==> src/rtl/masked_hpc3_mul_chain.sv <==
// Chain of NUM_STAGES masked HPC3 multipliers: stage 0 computes a*b, stage k>=1
// multiplies stage k-1's product by b re-timed by k cycles, with a tracked valid pipeline.

module masked_hpc3_mul #(
  parameter  int NUM_SHARES    = 2,
  parameter  int BIT_WIDTH     = 1,
  localparam int NUM_QUADRATIC = NUM_SHARES * (NUM_SHARES - 1) / 2
) (
  input  logic                                      clk,
  input  logic                                      rst_n,
  input  logic [NUM_SHARES-1:0][BIT_WIDTH-1:0]      a,
  input  logic [NUM_SHARES-1:0][BIT_WIDTH-1:0]      b,
  input  logic [NUM_QUADRATIC-1:0][BIT_WIDTH-1:0]   r,
  input  logic [NUM_QUADRATIC-1:0][BIT_WIDTH-1:0]   p,
  output logic [NUM_SHARES-1:0][BIT_WIDTH-1:0]      c
);

  logic [NUM_SHARES-1:0][NUM_SHARES-1:0][BIT_WIDTH-1:0] u_nxt_s;
  logic [NUM_SHARES-1:0][NUM_SHARES-1:0][BIT_WIDTH-1:0] v_nxt_s;
  logic [NUM_SHARES-1:0][NUM_SHARES-1:0][BIT_WIDTH-1:0] u_r;
  logic [NUM_SHARES-1:0][NUM_SHARES-1:0][BIT_WIDTH-1:0] v_r;

  // Pair (i,j) and (j,i) share one r and one p word; r cancels across shares i and j,
  // p cancels inside share i because it blinds both u_ij and v_ij.
  for (genvar i = 0; i < NUM_SHARES; i++) begin : g_row
    for (genvar j = 0; j < NUM_SHARES; j++) begin : g_col
      if (i == j) begin : g_diag
        assign u_nxt_s[i][j] = a[i] & b[i];
        assign v_nxt_s[i][j] = '0;
      end else begin : g_cross
        localparam int LO   = (i < j) ? i : j;
        localparam int HI   = (i < j) ? j : i;
        localparam int PIDX = LO * NUM_SHARES - (LO * (LO + 1)) / 2 + (HI - LO - 1);
        assign u_nxt_s[i][j] = (a[i] & (b[j] ^ r[PIDX])) ^ p[PIDX];
        assign v_nxt_s[i][j] = (~a[i] & r[PIDX]) ^ p[PIDX];
      end
    end
  end

  // Register layer that isolates every partial product before compression.
  always_ff @(posedge clk or negedge rst_n) begin
    if (!rst_n) begin
      u_r <= '0;
      v_r <= '0;
    end else begin
      u_r <= u_nxt_s;
      v_r <= v_nxt_s;
    end
  end

  // Share-local compression of registered terms only.
  always_comb begin
    c = '0;
    for (int i = 0; i < NUM_SHARES; i++) begin
      for (int j = 0; j < NUM_SHARES; j++) begin
        c[i] = c[i] ^ u_r[i][j] ^ v_r[i][j];
      end
    end
  end

endmodule

module masked_hpc3_mul_chain #(
  parameter  int NUM_SHARES    = 2,
  parameter  int BIT_WIDTH     = 1,
  parameter  int NUM_STAGES    = 2,
  localparam int NUM_QUADRATIC = NUM_SHARES * (NUM_SHARES - 1) / 2,
  localparam int COUNT_W       = $clog2(NUM_STAGES + 1)
) (
  input  logic                                                     in_clock,
  input  logic                                                     in_reset,
  input  logic                                                     in_valid,
  input  logic [NUM_SHARES-1:0][BIT_WIDTH-1:0]                     in_a,
  input  logic [NUM_SHARES-1:0][BIT_WIDTH-1:0]                     in_b,
  input  logic [NUM_STAGES-1:0][NUM_QUADRATIC-1:0][BIT_WIDTH-1:0]  in_r,
  input  logic [NUM_STAGES-1:0][NUM_QUADRATIC-1:0][BIT_WIDTH-1:0]  in_p,
  output logic [NUM_STAGES-1:0][NUM_SHARES-1:0][BIT_WIDTH-1:0]     out_c,
  output logic [NUM_STAGES-1:0]                                    out_valid,
  output logic                                                     out_busy,
  output logic [COUNT_W-1:0]                                       out_count
);

  logic [NUM_STAGES-1:0][NUM_SHARES-1:0][BIT_WIDTH-1:0] a_stage_s;
  logic [NUM_STAGES-1:0][NUM_SHARES-1:0][BIT_WIDTH-1:0] b_stage_s;
  logic [NUM_STAGES-1:0]                                valid_r;
  logic [COUNT_W-1:0]                                   count_r;
  logic [COUNT_W-1:0]                                   count_nxt_s;
  logic                                                 busy_r;

  assign a_stage_s[0] = in_a;
  assign b_stage_s[0] = in_b;

  if (NUM_STAGES > 1) begin : g_bdly
    logic [NUM_STAGES-1:1][NUM_SHARES-1:0][BIT_WIDTH-1:0] b_dly_r;

    // b shares stay in separate registers so no share pair ever meets outside a gadget.
    always_ff @(posedge in_clock or negedge in_reset) begin
      if (!in_reset) begin
        b_dly_r <= '0;
      end else begin
        b_dly_r[1] <= in_b;
        for (int k = 2; k < NUM_STAGES; k++) begin
          b_dly_r[k] <= b_dly_r[k-1];
        end
      end
    end

    for (genvar k = 1; k < NUM_STAGES; k++) begin : g_link
      assign a_stage_s[k] = out_c[k-1];
      assign b_stage_s[k] = b_dly_r[k];
    end
  end

  for (genvar k = 0; k < NUM_STAGES; k++) begin : g_stage
    masked_hpc3_mul #(
      .NUM_SHARES (NUM_SHARES),
      .BIT_WIDTH  (BIT_WIDTH)
    ) u_mul (
      .clk   (in_clock),
      .rst_n (in_reset),
      .a     (a_stage_s[k]),
      .b     (b_stage_s[k]),
      .r     (in_r[k]),
      .p     (in_p[k]),
      .c     (out_c[k])
    );
  end

  // Up/down occupancy: accept adds one, retirement from the last stage removes one.
  always_comb begin
    count_nxt_s = count_r;
    case ({in_valid, valid_r[NUM_STAGES-1]})
      2'b10:   count_nxt_s = count_r + COUNT_W'(1);
      2'b01:   count_nxt_s = count_r - COUNT_W'(1);
      default: count_nxt_s = count_r;
    endcase
  end

  // Valid shift register and registered occupancy outputs.
  always_ff @(posedge in_clock or negedge in_reset) begin
    if (!in_reset) begin
      valid_r <= '0;
      count_r <= '0;
      busy_r  <= 1'b0;
    end else begin
      valid_r[0] <= in_valid;
      for (int k = 1; k < NUM_STAGES; k++) begin
        valid_r[k] <= valid_r[k-1];
      end
      count_r <= count_nxt_s;
      busy_r  <= (count_nxt_s != COUNT_W'(0));
    end
  end

  assign out_valid = valid_r;
  assign out_count = count_r;
  assign out_busy  = busy_r;

endmodule
==> config.mk <==
export PLATFORM = sky130hd
export DESIGN_NAME = masked_hpc3_mul_chain
export DESIGN_NICKNAME = d
export VERILOG_FILES = /design/src/rtl/masked_hpc3_mul_chain.sv
export SDC_FILE = /design/constraint.sdc
export NUM_CORES = 1
export LEC_CHECK = 0
export ABC_AREA = 1
export CORE_MARGIN = 4
export CORE_UTILIZATION = 45
export CTS_CLUSTER_SIZE = 10
export DETAILED_ROUTE_END_ITERATION = 10
export PLACE_DENSITY_LB_ADDON = 0.08
export SYNTH_ARGS = -nofsm -noshare
export SYNTH_HDL_FRONTEND = slang
export SYNTH_SLANG_ARGS = --single-unit
==> constraint.sdc <==
create_clock -name in_clock -period 1.3 [get_ports in_clock]
set_input_delay 0.26 -clock in_clock [delete_from_list [all_inputs] [get_ports in_clock]]
set_output_delay 0.26 -clock in_clock [all_outputs]
set_load 0.01 [all_outputs]
* Word-level counts from Yosys, hierarchy flattened
Index checks and enable logic that the tools add are counted.
Storage, ports and cells: flip-flop bits (word level) 19
Cells by class: multiplexer cells 1, bitwise logic cells 36, reduce and logical (&&, ||, !) cells 1, equal/unequal tests 2, add/sub/neg operators 2
Operator list (count):
- $xor A1 B1 Y1 | 20
- $and A1 B1 Y1 | 12
- $not A1 Y1 | 4
- $pmux W2 S2 | 1
- $add A2 B1 Y2 const B | 1
- $eq A2 B1 Y1 const B | 1
- $eq A2 B2 Y1 const B | 1
- $reduce_bool A2 Y1 | 1
- $sub A2 B1 Y2 const B | 1

* Depth between registers and ports, before layout
depth after elaboration 5, gate-level depth with buffers 7, gate-level depth less buffers 7

* Cells and area by module
From an unflattened synthesis, not the netlist that was laid out.
Unflattened totals: cells, all modules 118, area total of the unflattened synthesis 918.4 µm²
Modules (own cells, without submodules):
- masked_hpc3_mul | area an instance 332.8 µm², seq. area each 150.1 µm², instances 2, cells an instance 48
- masked_hpc3_mul_chain | area an instance 252.7 µm², seq. area each 175.2 µm², instances 1, cells an instance 22

* Worst setup path before layout
OpenSTA, ideal clock, no wires.
kind reg-to-reg, start point register valid_r[1] (netlist: out_valid[1]), end point register busy_r (netlist: out_busy), period minus slack after synthesis 1.166 ns, cell stages (with the launch flop) 5, buffers on the path 0, library setup time 0.127 ns, required time 1.173 ns, data arrival time 1.039 ns, setup slack 0.134 ns, path through dfrtp_1 -> ha_1 -> or2_2 -> nand4_1 -> nand3_1
On the way: longest elaborated chain between the ends 3, elaborated cells between the ends (all ways) 4, classes of those cells eq/ne (2); mux (1); reduce/logical (1)
RTL lines:
- from (decl) | RTL line 85 | logic [NUM_STAGES-1:0] valid_r;
- from (signal, indexed assignment) | RTL line 148 | valid_r[k] <= valid_r[k-1];
- $eq A2 B1 Y1 / $eq A2 B2 Y1 (equally long branches) | RTL line 132 | case ({in_valid, valid_r[NUM_STAGES-1]})
- $pmux W2 S2 (*) | RTL line 132
- $reduce_bool A2 Y1 (*) | RTL line 151 | busy_r <= (count_nxt_s != COUNT_W'(0));
- to (signal assigned) | RTL line 151
- to (decl) | RTL line 88 | logic busy_r;
Mark *: on every way between the ends. The rest lies on a longest branch, timed or not.

==> reports/qor.csv <==
stage,metric,value,unit
outcome,status,"complete, but fails checks",
outcome,violated checks,negative setup slack,
critical_path,CP Buf/Inv Count,2,
synth,Netlist cell types,18,
final_layout,NumNets Final,158,
sta,setup TNS,-0.5497,ns
critical_path,critical path class,reg -> out,
floorplanning,Initial Util,47.64,%
synth,dominant cells by area after synthesis,"dfrtp_1 51%, nand2_1 12%, nand3_1 7.0%",
floorplanning,Cell Rows,16,
placement,post-placement cell count,158,
floorplanning,Die H,53.58,um
clocking,htree depth,1,
route,drt drc,0,
global_routing,Global Route Usage Sum,13.23,%
global_routing,first-pass GRT wire length,2780,um
route,detailed-route via count,797,
critical_path,CP top delay family,flip-flops,
floorplanning,chip width,53.58,um
pwr,leak pwr,0.7033,nW
route,via/cell ratio,4.634,
sta,final hold vios,0,
synth,Yosys reg bits,19,
final_layout,FF+latch area,475.5,um^2
clocking,Num CTS Buffers,3,
synth,synthesized area,934.6,um^2
critical_path,Crit-path slowest cell,dfrtp_1,
final_layout,layout cell share with drive strength beyond 1,26.90,%
final_layout,ANT cells,0,
route,DRT Wirelength,1711,um
critical_path,CP max stage delay,0.42,ns
critical_path,"setup slack, reg-to-reg",-0.10,ns
final_layout,multi-input combinational cell area,396.6,um^2
placement,final estimated routing congestion in global placement,0.7880,
critical_path,CP startpoint kind,flip-flop,
sta,RSZ-0062 raised after global routing,yes,
sta,fmax,695.3,MHz
route,Initial DRC Count,10,
critical_path,most numerous cell on the critical path,nand2_1,
route,drt wl/cell,9.948,um
sta,Least-Margin Pin Slew,0.2388,ns
clocking,clock root buffer,clkbuf_4,
critical_path,Crit. End Element,primary output,
clocking,CTS max path bufs,2,
clocking,clock transition at the registers of the reported paths,0.11,ns
global_routing,largest net degree at the start of global routing,20,
global_routing,vias in the first global route,750,
critical_path,WP data arrival,1.18,ns
synth,Avg Inst Size Synth,8.817,um^2
clocking,CTS tree,built,
pwr,VDD IR max,802.4,uV
global_routing,Overflow after GRT,0,
sta,setup slack after layout,-0.1382,ns
synth,cell count after synthesis,106,
route,Detail Route Antenna Nets,0,
route,drt pass-1 iters,4,
sta,Tmin final,1.438,ns
floorplanning,IO Count,20,
final_layout,Non-Filler Instances,172,
placement,Final HPWL DP,1324,um
clocking,insertion delay to the later sink of the worst-skew pair,0.29,ns
floorplanning,core box area,1962,um^2
worst_hold_path,Hold Path Class,in -> reg,
critical_path,critical path required time,1.04,ns
synth,top-area cell type share of the netlist area,50.87,%
critical_path,Worst Path Max Fanout,3,
sta,Slew Limit Headroom,84.03,%
pwr,pwr dens,1262,nW/um^2
sta,period utilization,110.6,%
pwr,"Power, Total",1.637,mW
synth,sequential area share after synthesis,50.87,%
sta,smallest hold slack,0.1141,ns
final_layout,P&R area growth vs syn,38.82,%
run,maxcap violations,0,
sta,clock skew,0.001221,ns
critical_path,crit-path cells,"inv_2, nand2_2, nand2_1, nand2_1, nand2_1, buf_2",
synth,top cell type by total area after synthesis,dfrtp_1,
clocking,TritonCTS Sinks,19,
global_routing,initial antenna violation count,0,
synth,Post-Syn Nets,118,
floorplanning,die area,2870,um^2
sta,# setup viols final,5,
final_layout,layout filler cell count,172,
placement,IO buf count,19,
sta,Max Slew Vio Count,0,
synth,Syn. warnings,0,
## layout make-up
cell class / instances / share of cell area (%)
timing repair buffer: 36 / 23.14
sequential: 19 / 36.64
inverter: 17 / 4.918
tap: 27 / 2.604
clock buffer: 3 / 1.736
clock inverter: 1 / 0.3857
multi-input combinational: 69 / 30.57
## state kept, by name (all words and copies together) (netlist names)
signal             count
b_stage_s              2
g_stage.u_mul.u_r      8
g_stage.u_mul.v_r      4
out_busy               1
out_count              2
out_valid              2
## metal layers
metal  share of wire (%)  GRT usage, %  wire length, um  vias to the layer above
met3                 5.7         2.770               98                        4
met4                 1.3         5.957               22                        0
met2                  57         25.71              968                       19
met1                  36         13.23              621                      369
li1                    -             -                -                      405
met5                   0             0                0                        -
## timing repair
item / 4_1_cts / 5_1_grt
pin swaps: 3 / 3
endpoints found under the hold margin: 0 / 0
resized for setup: 25 / 5
buffers inserted: 7 / 3
setup endpoints to repair: 9 / 7
hold buffers: 0 / 0
## Yosys cell counts
master	number
a21boi_0	1
a21oi_1	1
buf_6	1
dfrtp_1	19
ha_1	1
inv_1	17
nand2_1	31
nand2_2	3
nand3_1	13
nand3_2	1
nand4_1	2
nor2_1	2
o21ai_0	1
or2_1	1
or2_2	1
xnor2_1	4
xor2_1	5
xor2_2	2
## placed cells by master (no fill, tap or decap), drive strengths merged
cell           netlist  layout
clkbuf               0       3
nand2               34      34
dlymetal6s2s         0       1
or2                  2       2
inv                 17      17
xnor2                4       4
a21boi               1       1
dlygate4sd2          0       5
xor2                 7       7
nor2                 2       2
dfrtp               19      19
clkinv               0       1
o21ai                1       1
ha                   1       1
nand3               14      14
nand4                2       2
clkdlybuf4s50        0       9
buf                  1      21
a21oi                1       1
## where the power goes
| group | leakage, nW | internal, mW | total [mW] | switching [mW] |
|---|---|---|---|---|
| combinational | 0.459 | 0.324 | 0.611 | 0.287 |
| sequential | 0.227 | 0.683 | 0.733 | 0.0501 |
| clock | 0.0177 | 0.114 | 0.293 | 0.179 |
| total | 0.703 | 1.12 | 1.64 | 0.516 |
## path summary, 6_finish.rpt
check	start	end	cells after the start
max in group asynchronous	in_reset	g_stage[0].u_mul.u_r[3]	2
min in group asynchronous	in_reset	out_busy	2
hold / removal	in_valid	out_valid[0]	1
hold reg to reg	out_valid[0]	out_valid[1]	0
setup / recovery	g_stage[0].u_mul.v_r[2]	out_c[1]	6
setup reg to reg	g_stage[0].u_mul.v_r[2]	g_stage[1].u_mul.u_r[2]	11
## metrics by stage
stage / util [%] / setup slack (ns) / area [um^2]
finish: 66.14 / -0.1382 / 1297
detailed placement: 61.16 / -0.2944 / 1200
CTS: 64.22 / -0.1203 / 1260
global placement: 61.16 / -0.2606 / 1200
floorplan: - / 0.1336 / 934.6
global route: 66.14 / -0.2214 / 1297
## logic make-up (layout without fill, tap and decap cells)
group / Yosys count / in the layout / share of synthesized area [%]
simple gates: 54 / 54 / 25.97
flops: 19 / 19 / 50.87
buf+inv: 18 / 57 / 8.032
xor+xnor: 11 / 11 / 11.91
compound gates: 3 / 3 / 1.873
fa+ha+maj: 1 / 1 / 1.338
No activity file was read; power rests on OpenSTA's default activity.
==> RTL edit, RTL diff (config.mk and constraints unchanged) <==
Add an input register stage for `in_valid`, `in_a`, `in_b`, `in_r` and `in_p`, without a reset; this delays them by one clock.
--- a/src/rtl/masked_hpc3_mul_chain.sv
+++ b/src/rtl/masked_hpc3_mul_chain.sv
@@ -80,6 +80,20 @@
   output logic [COUNT_W-1:0]                                       out_count
 );
 
+  logic in_valid_q;
+  logic [NUM_SHARES-1:0][BIT_WIDTH-1:0] in_a_q;
+  logic [NUM_SHARES-1:0][BIT_WIDTH-1:0] in_b_q;
+  logic [NUM_STAGES-1:0][NUM_QUADRATIC-1:0][BIT_WIDTH-1:0] in_r_q;
+  logic [NUM_STAGES-1:0][NUM_QUADRATIC-1:0][BIT_WIDTH-1:0] in_p_q;
+
+  always_ff @(posedge in_clock) begin
+    in_valid_q <= in_valid;
+    in_a_q     <= in_a;
+    in_b_q     <= in_b;
+    in_r_q     <= in_r;
+    in_p_q     <= in_p;
+  end
+
   logic [NUM_STAGES-1:0][NUM_SHARES-1:0][BIT_WIDTH-1:0] a_stage_s;
   logic [NUM_STAGES-1:0][NUM_SHARES-1:0][BIT_WIDTH-1:0] b_stage_s;
   logic [NUM_STAGES-1:0]                                valid_r;
@@ -87,8 +101,8 @@
   logic [COUNT_W-1:0]                                   count_nxt_s;
   logic                                                 busy_r;
 
-  assign a_stage_s[0] = in_a;
-  assign b_stage_s[0] = in_b;
+  assign a_stage_s[0] = in_a_q;
+  assign b_stage_s[0] = in_b_q;
 
   if (NUM_STAGES > 1) begin : g_bdly
     logic [NUM_STAGES-1:1][NUM_SHARES-1:0][BIT_WIDTH-1:0] b_dly_r;
@@ -98,7 +112,7 @@
       if (!in_reset) begin
         b_dly_r <= '0;
       end else begin
-        b_dly_r[1] <= in_b;
+        b_dly_r[1] <= in_b_q;
         for (int k = 2; k < NUM_STAGES; k++) begin
           b_dly_r[k] <= b_dly_r[k-1];
         end
@@ -120,8 +134,8 @@
       .rst_n (in_reset),
       .a     (a_stage_s[k]),
       .b     (b_stage_s[k]),
-      .r     (in_r[k]),
-      .p     (in_p[k]),
+      .r     (in_r_q[k]),
+      .p     (in_p_q[k]),
       .c     (out_c[k])
     );
   end
@@ -129,7 +143,7 @@
   // Up/down occupancy: accept adds one, retirement from the last stage removes one.
   always_comb begin
     count_nxt_s = count_r;
-    case ({in_valid, valid_r[NUM_STAGES-1]})
+    case ({in_valid_q, valid_r[NUM_STAGES-1]})
       2'b10:   count_nxt_s = count_r + COUNT_W'(1);
       2'b01:   count_nxt_s = count_r - COUNT_W'(1);
       default: count_nxt_s = count_r;
@@ -143,7 +157,7 @@
       count_r <= '0;
       busy_r  <= 1'b0;
     end else begin
-      valid_r[0] <= in_valid;
+      valid_r[0] <= in_valid_q;
       for (int k = 1; k < NUM_STAGES; k++) begin
         valid_r[k] <= valid_r[k-1];
       end
Function: changed (Yosys sat finds a counterexample within 4 cycles, from zero or initial values and one cycle with in_reset low).
==> RTL edit against the original RTL <==
The flow still finishes with violations (setup timing); sequential cell count up 9; routed wire length up 0.82%; design area up 13%; clock power up 85%; setup slack worse by 29 ps; non-clock buffer count down 7; area after synthesis up 21%; power up 33%; critical endpoint unchanged; largest power group unchanged.
==> RTL edit: results (changes against the original RTL) <==
[final_layout]
layout.nonclk_buf_share_pct = 17.02  ; was 23.14%
seqCellArea_um2 = 655.6  ; was 475.5 um^2
fin_nets = 160  ; was 158
final_core_util_pct = 63.67  ; was 66.14%

[setup_path]
reg2reg_from = out_valid[1]$_DFF_PN0_  ; was g_stage[0].u_mul.v_r[2]$_DFF_PN0_
reg2reg_to = out_busy$_DFF_PN0_  ; was g_stage[1].u_mul.u_r[2]$_DFF_PN0_
r2r_slack_ps = 110  ; was -100 ps

[synthesis]
synthDistinctLibCells = 20  ; was 18
async_flop_share_pct = 67.86  ; was 100.0%
ys_ff_latch = 28  ; was 19
synth-compound-area-share_pct = 1.550  ; was 1.874%
synth_seq_area_share_pct = 58.03  ; was 50.87%

[placed_design]
place_congestion = 0.7130  ; was 0.7880

[outcome]
outcome = finished, violations left  ; unchanged
violations = setup timing  ; unchanged

[grt]
grtUsageTotal_pct = 11.15  ; was 13.23%
grt_pass1_wl_um = 2939  ; was 2780 um
grt_pass1_vias = 748  ; was 750

[detailed_routing]
drt_iter0_drc = 9  ; was 10
wire_per_inst_um = 9.857  ; was 9.948 um

[cts]
cts_setup_buffers = 2  ; was 7
insertion_delay_ps = 310  ; was 290 ps

[sta]
final-setup-viol-count = 4  ; was 5
timing.final.ws_setup_ps = -167.7  ; was -138.2 ps
relSlewSlack_pct = 77.96  ; was 84.03%

[min_path]
hp-class = in -> async  ; was in -> reg

[power]
ir_drop_uv = 841.1  ; was 802.4 uV

RTL edit: cell count changes after synthesis:
cell and change:
buf_4 +2, dfxtp_1 +9
RTL edit: kinds of logic (layout without fill, tap and decap cells):
group / count (synthesis) / in the layout
compound gates: 3 / 3
simple gates: 54 / 54
xor+xnor: 11 / 11
fa+ha+maj: 1 / 1
flops: 28 / 28
buf+inv: 20 / 50
RTL edit: power by group:
group | leakage [nW] | switching [W] | internal, W | total, W
clock network | 0.0279 | 0.000231 | 0.000311 | 0.000542
registers | 0.303 | 0.0000693 | 0.000974 | 0.00104
logic | 0.420 | 0.000272 | 0.000322 | 0.000593
RTL edit: through the flow:
step	total power, W	hold slack [ps]	cells	setup slack [ps]
6_report	0.002179	254.1	175	-167.7
5_1_grt	0.002334	258.9	175	-281.8
4_1_cts	0.002144	262.3	172	-188.8
3_5_place_dp	0.001616	353.6	166	-227.3
3_3_place_gp	0.001599	339.5	166	-184.9
2_1_floorplan	0.001358	-35.59	117	116.7
RTL edit: per-layer routing:
metal / routed length, um / up-vias / GRT usage [%]
met2: 926 / 13 / 20.32
met5: 0 / - / 0
met3: 91 / 2 / 2.227
met1: 687 / 368 / 12.39
li1: - / 414 / -
met4: 20 / 0 / 4.967
RTL edit: worst min-delay path by stage:
stage	start	to	slack (ps)	cells after the start
2_1_floorplan	in_reset	b_stage_s[2]$_DFF_PN0_	-40	0
3_3_place_gp	in_valid_q$_DFF_P_	out_valid[0]$_DFF_PN0_	340	0
3_5_place_dp	in_valid_q$_DFF_P_	out_valid[0]$_DFF_PN0_	350	0
4_1_cts	in_reset	g_stage[1].u_mul.v_r[1]$_DFF_PN0_	260	2
5_1_grt	in_reset	out_busy$_DFF_PN0_	260	2
6_report	in_reset	g_stage[1].u_mul.v_r[1]$_DFF_PN0_	250	2
